==> src/rtl/lsu_mem_ctrl_if.sv <==
// rtl/lsu_mem_ctrl_if.sv - core request/response and data BRAM port bundle for lsu_mem_ctrl
interface lsu_mem_ctrl_if #(
  parameter int RAM_ADDR_WIDTH = 16
);
  logic                      req_valid;
  logic                      req_ready;
  logic                      req_we;
  logic [2:0]                req_funct3;
  logic [31:0]               req_addr;
  logic [31:0]               req_wdata;
  logic                      rsp_valid;
  logic                      rsp_ready;
  logic [31:0]               rsp_rdata;
  logic                      rsp_err;
  logic [RAM_ADDR_WIDTH-1:0] mem_w_addr;
  logic [31:0]               mem_w_dat;
  logic                      mem_w_enb;
  logic [3:0]                mem_byte_enb;
  logic [RAM_ADDR_WIDTH-1:0] mem_r_addr;
  logic                      mem_r_enb;
  logic [31:0]               mem_r_dat;

  modport master (
    output req_valid, req_we, req_funct3, req_addr, req_wdata, rsp_ready, mem_r_dat,
    input  req_ready, rsp_valid, rsp_rdata, rsp_err,
    input  mem_w_addr, mem_w_dat, mem_w_enb, mem_byte_enb, mem_r_addr, mem_r_enb
  );

  modport slave (
    input  req_valid, req_we, req_funct3, req_addr, req_wdata, rsp_ready, mem_r_dat,
    output req_ready, rsp_valid, rsp_rdata, rsp_err,
    output mem_w_addr, mem_w_dat, mem_w_enb, mem_byte_enb, mem_r_addr, mem_r_enb
  );
endinterface

==> src/rtl/lsu_mem_ctrl.sv <==
// rtl/lsu_mem_ctrl.sv - single-outstanding RV32I load/store initiator for the data BRAM
module lsu_mem_ctrl #(
  parameter int RD_LAT         = 1,
  parameter int RAM_ADDR_WIDTH = 16
) (
  input  logic           clk,
  input  logic           rst,
  lsu_mem_ctrl_if.slave  bus
);

  typedef enum logic [1:0] {S_IDLE, S_WRITE, S_READ, S_RESP} state_t;

  state_t                    state_q, state_d;
  logic [1:0]                cnt_q, cnt_d;
  logic [2:0]                funct3_q, funct3_d;
  logic [1:0]                off_q, off_d;
  logic                      req_ready_q, req_ready_d;
  logic                      rsp_valid_q, rsp_valid_d;
  logic [31:0]               rsp_rdata_q, rsp_rdata_d;
  logic                      rsp_err_q, rsp_err_d;
  logic [RAM_ADDR_WIDTH-1:0] mem_w_addr_q, mem_w_addr_d;
  logic [31:0]               mem_w_dat_q, mem_w_dat_d;
  logic                      mem_w_enb_q, mem_w_enb_d;
  logic [3:0]                mem_byte_enb_q, mem_byte_enb_d;
  logic [RAM_ADDR_WIDTH-1:0] mem_r_addr_q, mem_r_addr_d;
  logic                      mem_r_enb_q, mem_r_enb_d;

  logic        f3_bad, misaligned, out_of_range, req_err;
  logic [31:0] sh, ld_data;

  always_comb begin
    f3_bad       = bus.req_we ? (bus.req_funct3 > 3'd2)
                              : (bus.req_funct3 inside {3'b011, 3'b110, 3'b111});
    misaligned   = ((bus.req_funct3[1:0] == 2'b01) && bus.req_addr[0]) ||
                   ((bus.req_funct3[1:0] == 2'b10) && (bus.req_addr[1:0] != 2'b00));
    out_of_range = |bus.req_addr[31:RAM_ADDR_WIDTH];
    req_err      = f3_bad || misaligned || out_of_range;
  end

  // BRAM word is rotated down so the addressed lane sits at bit 0 before extension
  always_comb begin
    sh = bus.mem_r_dat >> {off_q, 3'b000};
    case (funct3_q)
      3'b000:  ld_data = {{24{sh[7]}}, sh[7:0]};
      3'b100:  ld_data = {24'd0, sh[7:0]};
      3'b001:  ld_data = {{16{sh[15]}}, sh[15:0]};
      3'b101:  ld_data = {16'd0, sh[15:0]};
      default: ld_data = sh;
    endcase
  end

  always_comb begin
    state_d        = state_q;
    cnt_d          = cnt_q;
    funct3_d       = funct3_q;
    off_d          = off_q;
    req_ready_d    = req_ready_q;
    rsp_valid_d    = rsp_valid_q;
    rsp_rdata_d    = rsp_rdata_q;
    rsp_err_d      = rsp_err_q;
    mem_w_addr_d   = mem_w_addr_q;
    mem_w_dat_d    = 32'd0;
    mem_w_enb_d    = 1'b0;
    mem_byte_enb_d = 4'd0;
    mem_r_addr_d   = mem_r_addr_q;
    mem_r_enb_d    = 1'b0;

    case (state_q)
      S_IDLE: begin
        req_ready_d = 1'b1;
        if (bus.req_valid && req_ready_q) begin
          req_ready_d = 1'b0;
          funct3_d    = bus.req_funct3;
          off_d       = bus.req_addr[1:0];
          if (req_err) begin
            state_d     = S_RESP;
            rsp_valid_d = 1'b1;
            rsp_err_d   = 1'b1;
            rsp_rdata_d = 32'd0;
          end else if (bus.req_we) begin
            state_d      = S_WRITE;
            mem_w_enb_d  = 1'b1;
            mem_w_addr_d = bus.req_addr[RAM_ADDR_WIDTH-1:0];
            case (bus.req_funct3[1:0])
              2'b00: begin
                mem_byte_enb_d = 4'b0001 << bus.req_addr[1:0];
                mem_w_dat_d    = {4{bus.req_wdata[7:0]}};
              end
              2'b01: begin
                mem_byte_enb_d = 4'b0011 << bus.req_addr[1:0];
                mem_w_dat_d    = {2{bus.req_wdata[15:0]}};
              end
              default: begin
                mem_byte_enb_d = 4'b1111;
                mem_w_dat_d    = bus.req_wdata;
              end
            endcase
          end else begin
            state_d      = S_READ;
            mem_r_enb_d  = 1'b1;
            mem_r_addr_d = bus.req_addr[RAM_ADDR_WIDTH-1:0];
            cnt_d        = 2'(RD_LAT);
          end
        end
      end
      S_WRITE: begin
        state_d     = S_RESP;
        rsp_valid_d = 1'b1;
        rsp_err_d   = 1'b0;
        rsp_rdata_d = 32'd0;
      end
      S_READ: begin
        if (cnt_q == 2'd0) begin
          state_d     = S_RESP;
          rsp_valid_d = 1'b1;
          rsp_err_d   = 1'b0;
          rsp_rdata_d = ld_data;
        end else begin
          cnt_d       = cnt_q - 2'd1;
          mem_r_enb_d = 1'b1;
        end
      end
      default: begin
        if (bus.rsp_ready) begin
          state_d     = S_IDLE;
          rsp_valid_d = 1'b0;
          rsp_err_d   = 1'b0;
          rsp_rdata_d = 32'd0;
          req_ready_d = 1'b1;
        end
      end
    endcase
  end

  always_ff @(posedge clk or negedge rst) begin
    if (!rst) begin
      state_q        <= S_IDLE;
      cnt_q          <= 2'd0;
      funct3_q       <= 3'd0;
      off_q          <= 2'd0;
      req_ready_q    <= 1'b0;
      rsp_valid_q    <= 1'b0;
      rsp_rdata_q    <= 32'd0;
      rsp_err_q      <= 1'b0;
      mem_w_addr_q   <= '0;
      mem_w_dat_q    <= 32'd0;
      mem_w_enb_q    <= 1'b0;
      mem_byte_enb_q <= 4'd0;
      mem_r_addr_q   <= '0;
      mem_r_enb_q    <= 1'b0;
    end else begin
      state_q        <= state_d;
      cnt_q          <= cnt_d;
      funct3_q       <= funct3_d;
      off_q          <= off_d;
      req_ready_q    <= req_ready_d;
      rsp_valid_q    <= rsp_valid_d;
      rsp_rdata_q    <= rsp_rdata_d;
      rsp_err_q      <= rsp_err_d;
      mem_w_addr_q   <= mem_w_addr_d;
      mem_w_dat_q    <= mem_w_dat_d;
      mem_w_enb_q    <= mem_w_enb_d;
      mem_byte_enb_q <= mem_byte_enb_d;
      mem_r_addr_q   <= mem_r_addr_d;
      mem_r_enb_q    <= mem_r_enb_d;
    end
  end

  assign bus.req_ready    = req_ready_q;
  assign bus.rsp_valid    = rsp_valid_q;
  assign bus.rsp_rdata    = rsp_rdata_q;
  assign bus.rsp_err      = rsp_err_q;
  assign bus.mem_w_addr   = mem_w_addr_q;
  assign bus.mem_w_dat    = mem_w_dat_q;
  assign bus.mem_w_enb    = mem_w_enb_q;
  assign bus.mem_byte_enb = mem_byte_enb_q;
  assign bus.mem_r_addr   = mem_r_addr_q;
  assign bus.mem_r_enb    = mem_r_enb_q;

endmodule
==> src/flat_wrapper.sv <==
// flat-port wrapper written by rule: the top's interface ports become plain ports
module lsu_mem_ctrl_flat 
#(
  parameter int RD_LAT         = 1,
  parameter int RAM_ADDR_WIDTH = 16
)
  (clk, rst, bus_req_valid, bus_req_we, bus_req_funct3, bus_req_addr, bus_req_wdata, bus_rsp_ready, bus_mem_r_dat, bus_req_ready, bus_rsp_valid, bus_rsp_rdata, bus_rsp_err, bus_mem_w_addr, bus_mem_w_dat, bus_mem_w_enb, bus_mem_byte_enb, bus_mem_r_addr, bus_mem_r_enb);
  lsu_mem_ctrl_if #(.RAM_ADDR_WIDTH(RAM_ADDR_WIDTH)) bus_i ();
  input  logic clk;
  input  logic rst;
  input wire logic [$bits(bus_i.req_valid)-1:0] bus_req_valid;
  input wire logic [$bits(bus_i.req_we)-1:0] bus_req_we;
  input wire logic [$bits(bus_i.req_funct3)-1:0] bus_req_funct3;
  input wire logic [$bits(bus_i.req_addr)-1:0] bus_req_addr;
  input wire logic [$bits(bus_i.req_wdata)-1:0] bus_req_wdata;
  input wire logic [$bits(bus_i.rsp_ready)-1:0] bus_rsp_ready;
  input wire logic [$bits(bus_i.mem_r_dat)-1:0] bus_mem_r_dat;
  output wire logic [$bits(bus_i.req_ready)-1:0] bus_req_ready;
  output wire logic [$bits(bus_i.rsp_valid)-1:0] bus_rsp_valid;
  output wire logic [$bits(bus_i.rsp_rdata)-1:0] bus_rsp_rdata;
  output wire logic [$bits(bus_i.rsp_err)-1:0] bus_rsp_err;
  output wire logic [$bits(bus_i.mem_w_addr)-1:0] bus_mem_w_addr;
  output wire logic [$bits(bus_i.mem_w_dat)-1:0] bus_mem_w_dat;
  output wire logic [$bits(bus_i.mem_w_enb)-1:0] bus_mem_w_enb;
  output wire logic [$bits(bus_i.mem_byte_enb)-1:0] bus_mem_byte_enb;
  output wire logic [$bits(bus_i.mem_r_addr)-1:0] bus_mem_r_addr;
  output wire logic [$bits(bus_i.mem_r_enb)-1:0] bus_mem_r_enb;
  assign bus_i.req_valid = bus_req_valid;
  assign bus_i.req_we = bus_req_we;
  assign bus_i.req_funct3 = bus_req_funct3;
  assign bus_i.req_addr = bus_req_addr;
  assign bus_i.req_wdata = bus_req_wdata;
  assign bus_i.rsp_ready = bus_rsp_ready;
  assign bus_i.mem_r_dat = bus_mem_r_dat;
  assign bus_req_ready = bus_i.req_ready;
  assign bus_rsp_valid = bus_i.rsp_valid;
  assign bus_rsp_rdata = bus_i.rsp_rdata;
  assign bus_rsp_err = bus_i.rsp_err;
  assign bus_mem_w_addr = bus_i.mem_w_addr;
  assign bus_mem_w_dat = bus_i.mem_w_dat;
  assign bus_mem_w_enb = bus_i.mem_w_enb;
  assign bus_mem_byte_enb = bus_i.mem_byte_enb;
  assign bus_mem_r_addr = bus_i.mem_r_addr;
  assign bus_mem_r_enb = bus_i.mem_r_enb;
  lsu_mem_ctrl #(.RD_LAT(RD_LAT), .RAM_ADDR_WIDTH(RAM_ADDR_WIDTH)) u_core (.clk(clk), .rst(rst), .bus(bus_i));
endmodule
==> config.mk <==
export PLATFORM = sky130hd
export DESIGN_NAME = lsu_mem_ctrl_flat
export DESIGN_NICKNAME = d
export VERILOG_FILES = /design/src/rtl/lsu_mem_ctrl_if.sv /design/src/rtl/lsu_mem_ctrl.sv /design/src/flat_wrapper.sv
export SDC_FILE = /design/constraint.sdc
export NUM_CORES = 1
export LEC_CHECK = 0
export CORE_ASPECT_RATIO = 1.5
export CORE_UTILIZATION = 40
export CTS_BUF_LIST = sky130_fd_sc_hd__clkbuf_8
export DETAILED_ROUTE_END_ITERATION = 12
export PLACE_DENSITY = 0.76
export SYNTH_ARGS = -nofsm -noshare
export SYNTH_HDL_FRONTEND = slang
export SYNTH_SLANG_ARGS = --single-unit
==> constraint.sdc <==
create_clock -name clk -period 2.35 [get_ports clk]
set_input_delay 0.47 -clock clk [delete_from_list [all_inputs] [get_ports clk]]
set_output_delay 0.47 -clock clk [all_outputs]
set_load 0.03 [all_outputs]
==> metrics <==
status=finished clean; cell at the root of the clock tree=clkbuf_8; router iterations before antenna repair=5; startpoint type of the worst setup path=flip-flop; io pins=209; depth of the CTS H-tree=4; proportion of power drawn by the clock network=23.2%; Worst Reg-to-Reg Cells=9; Switch Pwr=0.003190 W; first-pass GRT wire length=~26000 um; Max-Cap Viols=0; Avg Synthesized Cell Area=11.01 um2; area growth from synthesis to final layout=51.93%; Max FO, Critical Path=22; worst-margin pin slew=0.5714 ns; overflow left after global routing=0; minimum setup slack among reg-to-reg paths=0.12 ns; buffer levels on the longest clock path=2; sequential cell area=2853 um2; setup violation total in the final timing report=0; most frequently used flop master after synthesis=dfrtp_1; placed cell count=930; proportion of layout cells with a drive suffix above 1=19.71%; first-iteration detailed-routing DRC count=175; fraction of the yosys area taken by sequential cells=49.93%; post-cts resize count=0; Combinational Power Share=47.2%; die extent in x=approximately 100 um; Final min period=2.229 ns; vias in the first global route=5199; number of cells in the finished layout apart from fillers=963; Post-Route Skew=0.01671 ns; unrepaired setup endpoints after global routing=false; arrival time of data at the critical path endpoint=2.57 ns; remaining number of nets flagged by the antenna check after routing=0; Initial Utilization=40.83%; internal power consumption=0.005271 W; kind of capture point of the worst setup path=flip-flop; standard-cell rows=53; Via Count=4881; maximum resistive drop on vdd=0.5017 mV; die extent in y=148.4 um; register share of total power=29.6%; number of inserted filler cells in the final layout=1143; Via density=5.069; Sinks on Clock Net=approximately 110; Final Hold Fails=0; area taken by multi-input logic gates=2551 um2; clock transition at the register clock pins on the worst setup and hold paths after CTS=0.08 ns; weighted congestion at the end of routability-driven global placement=between 0.9 and 1; Clk Latency, worst-skew pair=0.43 ns; WL final=approximately 17000 um; # nets final=866; number of slew-limit violations in the final report=0; number of synthesis warnings=0; dpl hpwl=between 10000 and 15000 um; Syn Std Cell Area=5713 um2; summed area of non-filler cells in the final layout=between 8000 and 9000 um2; launch instance of the worst register-to-register path=u_core.state_q[0]; worst-case hold slack=0.5086 ns; power density over the cells=between 900 and 1000 nW/um2; count of mapped cells out of synthesis=519; unique cell type count in the Yosys netlist=48; fin crit share=94.87%; DRC violations left=0; highest attainable clock frequency=0.4485 GHz; area enclosed by the die boundary=between 10000 and 15000 um2; reg2reg end=u_core.bus.rsp_rdata[9]; WL per Instance=17.39 um; switching power share of the total=37.70%; synthesized netlist net count=627; Post-synth EDFFs=0; terminating pin of the worst hold path=u_core.bus.mem_r_addr[9]; leakage power=4.015 nW; Global Route Usage Sum=23.20%; final setup TNS=0 ns; clock tree from TritonCTS=built; origin of the worst min-delay path=u_core.bus.mem_r_addr[9]; number of antenna violations at the first check in global routing=0; number of buffers created by CTS=17; maximum number of pins on one net before global-route repair=41; core outline area=about 14000 um2; first element of the critical path=u_core.state_q[0]; Required @ worst endpoint=roughly 2.7 ns; Min-Delay Path Depth=1; placed cell areas=roughly 8200 um2; kind of critical path=flip-flop to flip-flop; Port Buf Inserts=208; register bit total from synthesis=114; final antenna diode count=0; relative slew slack=61.90%; share of flip-flops with an asynchronous set or reset after synthesis=100.0%; type of the worst min-delay path=flip-flop to flip-flop
==> placed cells by master (no fill, tap or decap), types with 5 or more instances in the layout <==
cell type | netlist | layout
nand2_1 | 45 | 45
o21ai_0 | 39 | 39
buf_4 | 2 | 40
inv_1 | 33 | 33
nor2_1 | 54 | 54
a21oi_1 | 21 | 21
o211ai_1 | 9 | 9
mux2i_1 | 49 | 49
mux2_4 | 23 | 23
dfrtp_1 | 114 | 114
and2_1 | 8 | 8
clkbuf_8 | 0 | 18
clkdlybuf4s50_1 | 0 | 207
mux2_2 | 38 | 38
buf_12 | 0 | 5
a2bb2oi_1 | 9 | 9
==> worst max-delay path, cell delays in order (launching register included) <==
cell	delay (ns)
dfrtp_1	0.40
inv_1	0.09
ha_1	0.31
inv_1	0.12
nor2_1	0.15
o21ai_0	0.20
a31oi_4	0.23
buf_12	0.22
buf_4	0.19
mux2i_1	0.21
==> per-layer routing <==
metal,routed length (um),GRT usage (%),vias up
li1,-,-,2263
met1,5946,23.75,2364
met2,8765,41.15,214
met3,1351,8.177,40
met4,686,12.28,0
met5,0,0,-
==> metrics by stage <==
stage	utilization (%)	total power [W]	setup slack, ns
after floorplan	-	0.005151	0.1462
after global placement	58.92	0.006408	-0.1750
after detailed placement	58.92	0.006541	-0.2449
after CTS	62.03	0.008525	0.1190
after global routing	62.03	0.008916	0.003623
final	62.03	0.008461	0.1205
==> cells in the mapped netlist (2+ instances only) <==
library cell	n	area share [%]
mux2_2	38	7.5
ha_1	4	0.88
buf_6	6	1.2
mux2i_1	49	8.6
nor2b_1	2	0.22
o211ai_1	9	1.2
a2bb2oi_1	9	1.4
buf_1	4	0.26
nand3_1	3	0.26
nand2b_1	2	0.22
a21oi_2	3	0.46
buf_4	2	0.26
o21ai_0	39	3.4
clkbuf_1	17	1.1
nand3b_1	2	0.26
nand2_1	45	3.0
dfrtp_1	114	50
inv_1	33	2.2
nor2_1	54	3.5
a21oi_1	21	1.8
buf_2	4	0.35
and2_1	8	0.88
nor4_2	3	0.66
mux4_2	2	0.79
mux2_4	23	6.0
==> sequential cells by signal (all words and copies together) (netlist names) <==
| signal | flops |
|---|---|
| u_core.bus.mem_byte_enb | 4 |
| u_core.bus.mem_r_addr | 16 |
| u_core.bus.mem_r_enb | 1 |
| u_core.bus.mem_w_addr | 16 |
| u_core.bus.mem_w_dat | 32 |
| u_core.bus.mem_w_enb | 1 |
| u_core.bus.req_ready | 1 |
| u_core.bus.rsp_err | 1 |
| u_core.bus.rsp_rdata | 32 |
| u_core.bus.rsp_valid | 1 |
| u_core.cnt_q | 2 |
| u_core.funct3_q | 3 |
| u_core.off_q | 2 |
| u_core.state_q | 2 |
==> final cells by class <==
type                            instances  area share (%)
Clock buffer                           18           2.854
Sequential cell                       114           32.87
Clock inverter                         14           2.047
Inverter                               34           1.470
Multi-Input combinational cell        338           29.39
Tap cell                              192           2.768
Timing Repair Buffer                  253           28.60
==> repair_timing <==
action	4_1_cts	5_1_grt
setup buffers	0	0
hold endpoints to repair	11	0
hold buffers	1	0
==> kinds of logic (layout without fill, tap and decap cells) <==
family | after synthesis | count (layout) | share of synthesized area [%]
AOI/OAI and AO/OA | 94 | 94 | 10.23
and+or+nand+nor | 128 | 128 | 10.64
muxes | 112 | 112 | 22.91
DFF | 114 | 114 | 49.93
adders and majority gates | 4 | 4 | 0.8761
buffers and inverters | 67 | 319 | 5.409
==> worst max-delay path by stage <==
stage	slack [ns]	to	depth (start not counted)
final	0.12	u_core.bus.rsp_rdata[9]	9
after global routing	0.004	u_core.bus.rsp_rdata[9]	9
after CTS	0.12	u_core.bus.rsp_rdata[9]	9
after detailed placement	-0.24	u_core.bus.rsp_rdata[9]	9
after global placement	-0.18	u_core.bus.rsp_rdata[22]	9
after floorplan	0.15	u_core.bus.rsp_rdata[18]	9
==> power groups by stage <==
stage	combinational, W	sequential [W]	clock, W
after global routing	0.00428	0.00254	0.00209
after floorplan	0.00232	0.00283	0
after CTS	0.00402	0.00251	0.00200
after detailed placement	0.00400	0.00254	0
final	0.00399	0.00250	0.00196
after global placement	0.00388	0.00253	0
No activity file was read; power rests on OpenSTA's default activity.
